### src/rtl/irq_ctrl_if.sv
// Register/request bus between irq_ctrl and its host (core + firmware port).
// master: host side (drives cfg writes and ack); slave: irq_ctrl.
interface irq_ctrl_if;
   logic        cfg_we;
   logic [1:0]  cfg_addr;
   logic [31:0] cfg_din;
   logic [31:0] cfg_dout;
   logic        ack;
   logic        irq;
   logic [3:0]  irq_id;

   modport master (
      output cfg_we, cfg_addr, cfg_din, ack,
      input  cfg_dout, irq, irq_id
   );

   modport slave (
      input  cfg_we, cfg_addr, cfg_din, ack,
      output cfg_dout, irq, irq_id
   );
endinterface

### src/rtl/irq_ctrl.sv
// irq_ctrl: synchronizes N_SRC async interrupt sources, latches them as pending,
// masks them, picks the lowest-index candidate and requests the core.
// Optional feature macro: IRQ_EDGE_EN (EDGE register, sticky edge pending, W1C,
// ack-time clear). Without it every source is level-sensitive.
//
// state   | meaning
// IDLE    | no request outstanding; waiting for a masked pending source
// REQ     | irq=1 for irq_id; waiting for ack or withdrawal
// SERVICE | core is servicing irq_id; waiting for EOI write
module irq_ctrl #(
   parameter int N_SRC       = 4,
   parameter int SYNC_STAGES = 2
) (
   input  logic             clk,
   input  logic             rst_n,
   input  logic [N_SRC-1:0] src,
   irq_ctrl_if.slave        bus
);
   typedef enum logic [1:0] {IDLE, REQ, SERVICE} state_t;

   state_t                             state;
   logic [SYNC_STAGES-1:0][N_SRC-1:0]  sync_q;
   logic [N_SRC-1:0]                   s;
   logic [N_SRC-1:0]                   mask_q;
   logic [N_SRC-1:0]                   edge_sel;
   logic [N_SRC-1:0]                   pending;
   logic [N_SRC-1:0]                   pend_nxt;
   logic [N_SRC-1:0]                   cand;
   logic [N_SRC-1:0]                   id_bit;
   logic [3:0]                         win_id;
   logic                               win_vld;
   logic                               irq_q;
   logic [3:0]                         irq_id_q;
   logic                               in_service;
   logic [31:0]                        rdata;
   logic                               we_mask;
   logic                               eoi;
   logic                               unused_din;

   assign s       = sync_q[SYNC_STAGES-1];
   assign cand    = pending & mask_q;
   assign we_mask = bus.cfg_we && (bus.cfg_addr == 2'd0);
   assign eoi     = bus.cfg_we && (bus.cfg_addr == 2'd3);
   // only the low N_SRC data bits carry register content
   assign unused_din = &{1'b0, bus.cfg_din};

   // metastability chain, newest sample in stage 0
   always_ff @(posedge clk or negedge rst_n)
      if (!rst_n) sync_q <= '0;
      else        sync_q <= {sync_q[SYNC_STAGES-2:0], src};

   // mask register
   always_ff @(posedge clk or negedge rst_n)
      if (!rst_n)       mask_q <= '0;
      else if (we_mask) mask_q <= bus.cfg_din[N_SRC-1:0];

   // one-hot of the latched request id
   always_comb begin
      id_bit = '0;
      for (int i = 0; i < N_SRC; i++) id_bit[i] = (irq_id_q == 4'(i));
   end

`ifdef IRQ_EDGE_EN
   logic [N_SRC-1:0] s_d;
   logic [N_SRC-1:0] edge_q;
   logic [N_SRC-1:0] rise;
   logic [N_SRC-1:0] clr;

   // delayed synchronized level for rising-edge detection
   always_ff @(posedge clk or negedge rst_n)
      if (!rst_n) s_d <= '0;
      else        s_d <= s;

   // edge-select register
   always_ff @(posedge clk or negedge rst_n)
      if (!rst_n)                                    edge_q <= '0;
      else if (bus.cfg_we && bus.cfg_addr == 2'd1)   edge_q <= bus.cfg_din[N_SRC-1:0];

   // W1C and ack clears only touch edge sources; a same-edge set still wins
   always_comb begin
      rise = s & ~s_d;
      clr  = '0;
      if (bus.cfg_we && bus.cfg_addr == 2'd2) clr = clr | bus.cfg_din[N_SRC-1:0];
      if (state == REQ && bus.ack)            clr = clr | id_bit;
      clr      = clr & edge_q;
      pend_nxt = (edge_q & ((pending & ~clr) | rise)) | (~edge_q & s);
   end

   assign edge_sel = edge_q;
`else
   assign pend_nxt = s;
   assign edge_sel = '0;
`endif

   // pending latch
   always_ff @(posedge clk or negedge rst_n)
      if (!rst_n) pending <= '0;
      else        pending <= pend_nxt;

   // fixed priority: lowest set index wins
   always_comb begin
      win_vld = 1'b0;
      win_id  = 4'd0;
      for (int i = N_SRC - 1; i >= 0; i--) begin
         if (cand[i]) begin
            win_vld = 1'b1;
            win_id  = 4'(i);
         end
      end
   end

   // request FSM with registered outputs; ack takes precedence over withdrawal
   always_ff @(posedge clk or negedge rst_n)
      if (!rst_n) begin
         state      <= IDLE;
         irq_q      <= 1'b0;
         irq_id_q   <= 4'd0;
         in_service <= 1'b0;
      end else begin
         case (state)
            IDLE:
               if (win_vld) begin
                  state    <= REQ;
                  irq_q    <= 1'b1;
                  irq_id_q <= win_id;
               end
            REQ:
               if (bus.ack) begin
                  state      <= SERVICE;
                  irq_q      <= 1'b0;
                  in_service <= 1'b1;
               end else if ((cand & id_bit) == '0) begin
                  state <= IDLE;
                  irq_q <= 1'b0;
               end
            SERVICE:
               if (eoi) begin
                  state      <= IDLE;
                  in_service <= 1'b0;
               end
            default: begin
               state      <= IDLE;
               irq_q      <= 1'b0;
               in_service <= 1'b0;
            end
         endcase
      end

   // register read mux
   always_comb begin
      rdata = '0;
      case (bus.cfg_addr)
         2'd0:    rdata[N_SRC-1:0] = mask_q;
         2'd1:    rdata[N_SRC-1:0] = edge_sel;
         2'd2:    rdata[N_SRC-1:0] = pending;
         default: rdata[4:0]       = {in_service, irq_id_q};
      endcase
   end

   assign bus.cfg_dout = rdata;
   assign bus.irq      = irq_q;
   assign bus.irq_id   = irq_id_q;
endmodule
### src/flat_wrapper.sv
// flat-port wrapper written by rule: the top's interface ports become plain ports
module irq_ctrl_flat 
#(
   parameter int N_SRC       = 4,
   parameter int SYNC_STAGES = 2
)
  (clk, rst_n, src, bus_cfg_we, bus_cfg_addr, bus_cfg_din, bus_ack, bus_cfg_dout, bus_irq, bus_irq_id);
  irq_ctrl_if bus_i ();
  input  logic clk;
  input  logic rst_n;
  input  logic [N_SRC-1:0] src;
  input wire logic [$bits(bus_i.cfg_we)-1:0] bus_cfg_we;
  input wire logic [$bits(bus_i.cfg_addr)-1:0] bus_cfg_addr;
  input wire logic [$bits(bus_i.cfg_din)-1:0] bus_cfg_din;
  input wire logic [$bits(bus_i.ack)-1:0] bus_ack;
  output wire logic [$bits(bus_i.cfg_dout)-1:0] bus_cfg_dout;
  output wire logic [$bits(bus_i.irq)-1:0] bus_irq;
  output wire logic [$bits(bus_i.irq_id)-1:0] bus_irq_id;
  assign bus_i.cfg_we = bus_cfg_we;
  assign bus_i.cfg_addr = bus_cfg_addr;
  assign bus_i.cfg_din = bus_cfg_din;
  assign bus_i.ack = bus_ack;
  assign bus_cfg_dout = bus_i.cfg_dout;
  assign bus_irq = bus_i.irq;
  assign bus_irq_id = bus_i.irq_id;
  irq_ctrl #(.N_SRC(N_SRC), .SYNC_STAGES(SYNC_STAGES)) u_core (.clk(clk), .rst_n(rst_n), .src(src), .bus(bus_i));
endmodule
### config.mk
export PLATFORM = sky130hd
export DESIGN_NAME = irq_ctrl_flat
export DESIGN_NICKNAME = d
export VERILOG_FILES = /design/src/rtl/irq_ctrl_if.sv /design/src/rtl/irq_ctrl.sv /design/src/flat_wrapper.sv
export SDC_FILE = /design/constraint.sdc
export NUM_CORES = 1
export LEC_CHECK = 0
export ABC_AREA = 1
export BUFFER_PORTS_ARGS = -buffer_cell sky130_fd_sc_hd__buf_2
export CAP_MARGIN = 10
export CORE_UTILIZATION = 40
export CTS_CLUSTER_SIZE = 10
export DETAILED_ROUTE_END_ITERATION = 16
export GPL_ROUTABILITY_DRIVEN = 0
export PLACE_DENSITY = 0.79
export REMOVE_ABC_BUFFERS = 1
export SYNTH_ARGS = -nofsm -noshare
export SYNTH_HDL_FRONTEND = slang
export SYNTH_SLANG_ARGS = --single-unit
### constraint.sdc
create_clock -name clk -period 1.3 [get_ports clk]
set_clock_uncertainty 0.15 [all_clocks]
set_input_delay 0.065 -clock clk [delete_from_list [all_inputs] [get_ports clk]]
set_output_delay 0.065 -clock clk [all_outputs]
set_load 0.01 [all_outputs]
-- Word-level counts from Yosys, hierarchy flattened
Index checks and enable logic that the tools add are counted.
- flip-flop bits (word level): 24
- bits of input ports: 42
- output and inout bits: 37
- word-level logic and storage cells: 57
- equality and inequality tests: 12
- mux-type cells: 22
- bitwise operators: 4
- reductions and logical operators: 11
- operators by type and width (cell ; number):
    4-bit 2-to-1 mux ; 3
    4-bit case mux with 3 select lines ; 1
    1-bit 2-to-1 mux ; 10
    2-bit 2-to-1 mux ; 5
    3-bit AND reduction ; 3
    4-bit AND ; 2
    4-bit by 2-bit equality test with 1-bit output (second input constant) ; 2
    4-bit zero test ; 2
    2-bit equality test (second input constant) ; 3
    1-bit case mux with 3 select lines ; 2
    2-bit case mux with 3 select lines ; 1
    2-bit by 1-bit equality test with 1-bit output (second input constant) ; 2
    4-bit by 1-bit equality test with 1-bit output (second input constant) ; 1
    2-bit zero test ; 2
    2-bit by 1-bit inequality test with 1-bit output (second input constant) ; 2
    3-bit by 2-bit inequality test with 1-bit output (second input constant) ; 1
    3-bit OR reduction ; 1
    1-bit logical AND ; 2
    2-bit inequality test (second input constant) ; 1
    1-bit NOT ; 2
    2-bit AND reduction ; 1

-- Depth between registers and ports, before layout
Gate-level depths: netlist of the first run.
- depth in word-level cells: 7
- gate-level depth with buffers: 9
- depth with buffers taken out: 9

-- Worst setup path before layout of the first run
Ideal clock, no wire load.
- kind: register -> register
- start: reg u_core.irq_id_q[1] (netlist: u_core.bus.irq_id[1])
- end: reg u_core.irq_q (netlist: u_core.bus.irq)
- library setup time: 117 ps
- arrival: 907 ps
- data required time: 1033 ps
- path slack: 126 ps
- stages on the path, launching flop included: 10
- buffers on the path: 0
- period minus slack after synthesis: 1174 ps
- cell sequence: dfrtp_1 inv_1 nand2_1 nor2_1 nor2_1 nand2_1 nand2_1 nand2_1 nand2_1 nand2_1
- longest elaborated chain between the ends: 5
- elaborated cells on any way between the ends: 8
- classes of those cells: 4 x eq/ne; 1 x bitwise; 3 x reduce/logical
- RTL lines (element ; RTL line ; source):
    start: declaration ; irq_ctrl.sv:33 ; logic [3:0] irq_id_q;
    start signal: assignment ; irq_ctrl.sv:125 ; irq_id_q <= win_id;
    4-bit by 1-bit equality test with 1-bit output (tied with other cells) ; irq_ctrl.sv:60 ; for (int i = 0; i < N_SRC; i++) id_bit[i] = (irq_id_q == 4'(i));
    4-bit AND * ; irq_ctrl.sv:132 ; end else if ((cand & id_bit) == '0) begin
    4-bit zero test * ; irq_ctrl.sv:132 ;
    3-bit by 2-bit inequality test with 1-bit output (no line) * ; -- ;
    3-bit AND reduction (no line) * ; -- ;
    end signal: assignment ; irq_ctrl.sv:130 ; irq_q <= 1'b0;
    end signal: assignment ; irq_ctrl.sv:134 ; irq_q <= 1'b0;
    end signal: assignment ; irq_ctrl.sv:143 ; irq_q <= 1'b0;
    end: declaration ; irq_ctrl.sv:32 ; logic irq_q;
Mark *: on every way between the ends. The rest lies on a longest branch, timed or not.
A chain may end at the register's enable or synchronous reset.

-- Worst setup path after layout of the first run
- start: reg u_core.irq_id_q[1] (netlist: u_core.bus.irq_id[1])
- end: out bus_cfg_dout[1]
- longest elaborated chain between the ends: 1
- RTL lines (element ; RTL line ; source):
    4-bit case mux with 3 select lines ; irq_ctrl.sv:152 ; case (bus.cfg_addr)
    end: declaration ; flat_wrapper.sv:16 ; output wire logic [$bits(bus_i.cfg_dout)-1:0] bus_cfg_dout;
No other way between the ends.

==> results.toml, run 1 <==
[outcome]
status = "finished with violations"
violations = "setup timing"

[logic_synthesis]
ys_ff_latch = 22
yosysSeqAreaShare_pct = 49.4
synth_area_per_cell_um2 = 9.21
synth_area_um2 = 1110
synthCells = 121
synth_cell_type_count = 13
ys_warn_count = 0

[sta]
slew_violations = 0
rsz0062_at_grt = "yes"
finalSetupViolations = 3
min_period_ps = 1360
final.setup.tns_ps = -75.0
hold_viol = 0
fin_ws_ps = -59.2
period_share_pct = 105
clock.fmax_mhz = 736
hold-worst-slack_ps = 17.4

[clock_network]
cts_tree = "done"
cts.path.max_buffers = 2
clkTransAtPathRegs_ps = 130
clock-sinks = 22
worstSkewPairLatency_ps = 310
clockRootBuffer = "clkbuf_4"
cts_max_level = 1
cts_buffers = 3

[global_routing]
grt_max_degree = 23
grt_pass1_wl_um = 3660
grt-ovfl-total = 0
antenna_found_initial = 0
grtUsageTotal_pct = 18.2
grt_pass1_vias = 801

[floorplanning]
die_w_um = 54.8
rows = 18
dieArea_um2 = 3000
core_um2 = 2540
start_util_pct = 43.8
io-pin-count = 79
die_h_um = 54.8

[setup_path]
worst-path-max-fanout = 3
cp-end-kind = "primary output"
critPathArrivalTime_ps = 1140
required_ps = 1090
start_kind = "flip-flop"
path_class = "flip-flop to primary output"

[power_and_ir_drop]
internal_power_mw = 1.53
p_sw_mw = 0.794
seq_power_share_pct = 39.7
leakage_nw = 0.791
share_comb_of_total_power_pct = 38.0
cellPowerDensity_nw_per_um2 = 1640
finalPower_mw = 2.32
ir_worst_vdd_mv = 1.24
switching_share_pct = 34.2
clockPowerShare_pct = 22.3

[cells_and_area]
num-nets-final = 207
area_delta_synth_final_pct = 27.3
design_area_um2 = 1420
final_cells = 194
utilization_pct = 55.8
drive_gt1_share_pct = 28.7
fillers = 211
final_common_cell = "conb_1"
layout_common_cells = "conb_1, nand2_1, dfrtp_1"
antenna_cells = 0

[route]
num_vias = 888
routed_wirelength_um = 2200
first_iter_violations = 24
avgRoutedWirePerCell_um = 11.3
antenna_left = 0
drc = 0
avgViaCountPerCell = 4.58
drt-pass1-iter-count = 4

[placement]
place.port_buffers = 21
dp_slack_ps = 82.4
placed_area_um2 = 1150
dp.cells = 172
post-dp-hpwl_um = 1420

[min_path]
holdCritPathClass = "primary input to flip-flop"

[run]
drv_cap = 0
## critical path: stages, from the launching register on
cell	delay (ps)
dfrtp_1	430
inv_2	60
o211ai_1	190
buf_2	170
## final cells by class
class,instances,area (µm²),share of cell area (%)
Multi-Input combinational cell,90,449,31.7
Clock inverter,1,30.0,2.12
Inverter,8,30.0,2.12
Timing Repair Buffer,40,299,21.1
Clock buffer,3,22.5,1.59
Sequential cell,22,551,38.8
Tap cell,30,37.5,2.65
## synth_stat cells
cell      count  share of area, %
inv_1         8               2.7
nor2_4        1               1.0
nand3b_1      1              0.67
nand2_4       1               1.0
o21ai_0       2              0.90
nand2_1      33                11
nand3_1       8               3.6
dfrtp_1      22                49
mux2_4        4               5.4
o211ai_1      2               1.3
buf_4        29                20
nor2_1        9               3.0
conb_1        1              0.34
## final timing paths
check,start,to,slack [ps],cells after the start
setup / recovery,u_core.bus.irq_id[1]$_DFFE_PN0P_,bus_cfg_dout[1],-60,3
hold / removal,bus_cfg_addr[1],u_core.state[1]$_DFFE_PN0P_,20,4
setup reg to reg,u_core.bus.irq_id[1]$_DFFE_PN0P_,u_core.bus.irq$_DFFE_PN0P_,-20,10
hold reg to reg,u_core.sync_q[2]$_DFF_PN0_,u_core.pend_nxt[2]$_DFF_PN0_,210,0
max in group asynchronous,rst_n,u_core.mask_q[3]$_DFFE_PN0P_,580,2
min in group asynchronous,rst_n,u_core.sync_q[3]$_DFF_PN0_,80,2
## sequential cells by signal, summed over array words and instances, names as in the netlist
| name | cells |
|---|---|
| u_core.bus.irq | 1 |
| u_core.bus.irq_id | 2 |
| u_core.in_service | 1 |
| u_core.mask_q | 4 |
| u_core.pend_nxt | 4 |
| u_core.pending | 4 |
| u_core.state | 2 |
| u_core.sync_q | 4 |
## per-layer routing
layer | routed length, µm | GRT usage (%) | vias to the layer above
li1 | - | - | 405
met3 | 148 | 2.50 | 8
met4 | 70 | 10.3 | 0
met5 | 0 | 0 | -
met2 | 1150 | 32.1 | 57
met1 | 834 | 20.7 | 418
## what timing repair did
| action | in CTS | in global routing |
|---|---|---|
| cloned | 0 | 0 |
| resized for setup | 2 | 14 |
| hold buffers | 12 | 0 |
| hold endpoints to repair | 32 | 0 |
| setup buffers | 3 | 3 |
| pin swaps | 2 | 6 |
| endpoints found under the setup margin | 2 | 6 |
## power groups by stage
stage / Sequential (mW) / Combinational [mW] / Clock, mW
finish: 0.922 / 0.881 / 0.519
global route: 0.939 / 0.997 / 0.566
CTS: 0.915 / 0.722 / 0.524
detailed placement: 0.933 / 0.609 / 0
global placement: 0.924 / 0.569 / 0
floorplan: 0.936 / 0.386 / 0
## logic make-up after synthesis
| group | after synthesis | share of synthesized area, % |
|---|---|---|
| AOI/OAI and AO/OA | 4 | 2.24 |
| DFF | 22 | 49.4 |
| buffers and inverters | 37 | 22.2 |
| and+or+nand+nor | 53 | 20.4 |
| muxes | 4 | 5.39 |
| other | 1 | 0.336 |
Note: power is estimated with default switching activity, not from simulation.
==> run 2, diff against run 1 <==
--- a/config.mk
+++ b/config.mk
@@ -8,6 +8,7 @@
 export ABC_AREA = 1
 export BUFFER_PORTS_ARGS = -buffer_cell sky130_fd_sc_hd__buf_2
 export CAP_MARGIN = 10
+export CORE_MARGIN = 2
 export CORE_UTILIZATION = 40
 export CTS_CLUSTER_SIZE = 10
 export DETAILED_ROUTE_END_ITERATION = 16
==> constraint.sdc (replaced) <==
create_clock -name clk -period 1.3 [get_ports clk]
set_clock_uncertainty 0.15 [all_clocks]
set_input_delay 0.065 -clock clk [delete_from_list [all_inputs] [get_ports clk]]
set_output_delay 0.065 -clock clk [all_outputs]
set_load 0.02 [all_outputs]
==> run 2 against run 1 <==
Compared with the run above: the run ends with hold timing, setup timing left; clock power is 29% lower; maximum frequency increased by 2.4%; cell count shrank 1.0%; design area down 5.1%; power decreased by 7.3%; wire length decreased by 18%; register-to-register slack better by 20 ps; hold slack worse by 22 ps; sequential share of layout area up 2.1 points; sequential cell count stayed put; first-iteration DRC count down 21%; highest routed layer unchanged.
==> results.toml, run 2 (synthesis results as in run 1) <==
[outcome]
status = "finished with violations"
violations = "hold timing, setup timing"

[global_routing]
gr-usage-met3_pct = 1.61
grt_pass1_vias = 684
antenna_found_initial = 0
grt-ovfl-total = 0
grtUsageTotal_pct = 11.8
grt_max_degree = 23
use_met1_pct = 16.8
grt-busiest-layer = "met2"
grt_util_met2_pct = 17.6
grt_pass1_wl_um = 2950

[route]
avgViaCountPerCell = 4.28
drt-pass1-iter-count = 4
num_vias = 821
avgRoutedWirePerCell_um = 9.43
antenna_left = 0
first_iter_violations = 19
routed_wirelength_um = 1810
drc = 0

[sta]
hold_viol = 1
finalSetupViolations = 3
slew_violations = 0
hold-worst-slack_ps = -4.44
final.setup.tns_ps = -39.9
period_share_pct = 102
fin_ws_ps = -26.9
clock.fmax_mhz = 754
min_period_ps = 1330
rsz0062_at_grt = "yes"

[setup_path]
start_kind = "flip-flop"
crit_family = "flip-flops"
rr_worst_depth = 9
path_depth = 3
crit_path_end = "bus_cfg_dout[1]"
path_class = "flip-flop to primary output"
cp-end-kind = "primary output"
critPathBufInv = 2
required_ps = 1090
cp-startpoint = "u_core.bus.irq_id[1]$_DFFE_PN0P_"
worst_path_max_delay_cell = "dfrtp_1"
cpPeakStageDelay_ps = 390
worst-path-max-fanout = 2
r2r_start = "u_core.bus.irq_id[0]$_DFFE_PN0P_"
ff2ff_setup_slack_ps = 0
r2r-end = "u_core.bus.irq$_DFFE_PN0P_"
critPathArrivalTime_ps = 1110
crit_chain = "inv_2, o211ai_1, buf_4"

[clock_network]
cts_max_level = 1
cts_tree = "done"
cts.path.max_buffers = 2
cts_buffers = 3
clkTransAtPathRegs_ps = 120
clockRootBuffer = "clkbuf_4"
clock-sinks = 22
worstSkewPairLatency_ps = 300

[cells_and_area]
final_cells = 192
design_area_um2 = 1350
antenna_cells = 0
area_delta_synth_final_pct = 20.8
final_common_cell = "nand2_1"
num-nets-final = 204
drive_gt1_share_pct = 24.8
layout_common_cells = "nand2_1, conb_1, dfrtp_1"

[placement]
placed_area_um2 = 1150
post-dp-hpwl_um = 1290
dp.cells = 173
dp_slack_ps = 101
place.port_buffers = 21

[floorplanning]
die_h_um = 56.8
die_w_um = 56.8
core_um2 = 2710
io-pin-count = 79
start_util_pct = 41.1
rows = 19
dieArea_um2 = 3230

[power_and_ir_drop]
cellPowerDensity_nw_per_um2 = 1600
leakage_nw = 0.757
ir_worst_vdd_mv = 1.36

[run]
drv_cap = 0

[min_path]
holdCritStartpoint = "bus_cfg_addr[0]"
holdCritPathClass = "primary input to flip-flop"
==> run 2: changes by cell type in the layout (fill, tap and decap cells not counted), sizes merged <==
| cell | change |
|---|---|
| buf | -2 |
| bufinv | -1 |
| clkbuf | +1 |
| dlygate4sd3 | -1 |
==> run 2: per-stage QoR <==
| stage | power (mW) | util, % | hold slack [ps] |
|---|---|---|---|
| 4_1_cts | 2.12 | 49.2 | 1.21 |
| 2_1_floorplan | 1.41 | - | -381 |
| 3_5_place_dp | 1.62 | 42.6 | -99.6 |
| 3_3_place_gp | 1.60 | 42.6 | -110 |
| 5_1_grt | 2.32 | 49.7 | 10.3 |
| 6_report | 2.15 | 49.7 | -4.44 |
==> run 2: how the worst min path moves through the flow <==
stage / slack, ps / depth (start not counted) / endpoint
after detailed placement: -100 / 1 / u_core.bus.irq$_DFFE_PN0P_
after floorplan: -380 / 0 / u_core.bus.irq$_DFFE_PN0P_
after global placement: -110 / 1 / u_core.bus.irq$_DFFE_PN0P_
after global routing: 10 / 4 / u_core.state[1]$_DFFE_PN0P_
final: -4 / 4 / u_core.state[1]$_DFFE_PN0P_
after CTS: 1 / 4 / u_core.state[1]$_DFFE_PN0P_
==> run 2: metal layers <==
metal / share of wire, % / wire length [µm] / vias up
met1: 45 / 811 / 378
li1: - / - / 400
met3: 7.9 / 143 / 2
met2: 47 / 843 / 41
met5: 0 / 0 / -
met4: 0.66 / 12 / 0
==> run 2: what timing repair did <==
item / 4_1_cts / 5_1_grt
hold endpoints to repair: 33 / 0
setup buffers: 4 / 1
hold buffers: 11 / 0
resized for setup: 6 / 2
endpoints found under the setup margin: 3 / 4
pin swaps: 2 / 1
==> run 2: where the power goes <==
part	switching [mW]	internal [mW]
combinational	0.511	0.352
sequential	0.101	0.820
clock	0.199	0.171
==> run 2: layout make-up <==
class	count	area (µm²)
clock buffer	4	36.3
fill	256	1360
inverter	8	30.0
multi-input combinational	90	427
sequential	22	551
tap	31	38.8
timing repair buffer	37	264
==> run 2: worst register-to-register path, delay by kind of cell (launching register included) <==
family,cells,cell delay (ps)
buf+inv,1,150
flops,1,420
simple gates,8,500
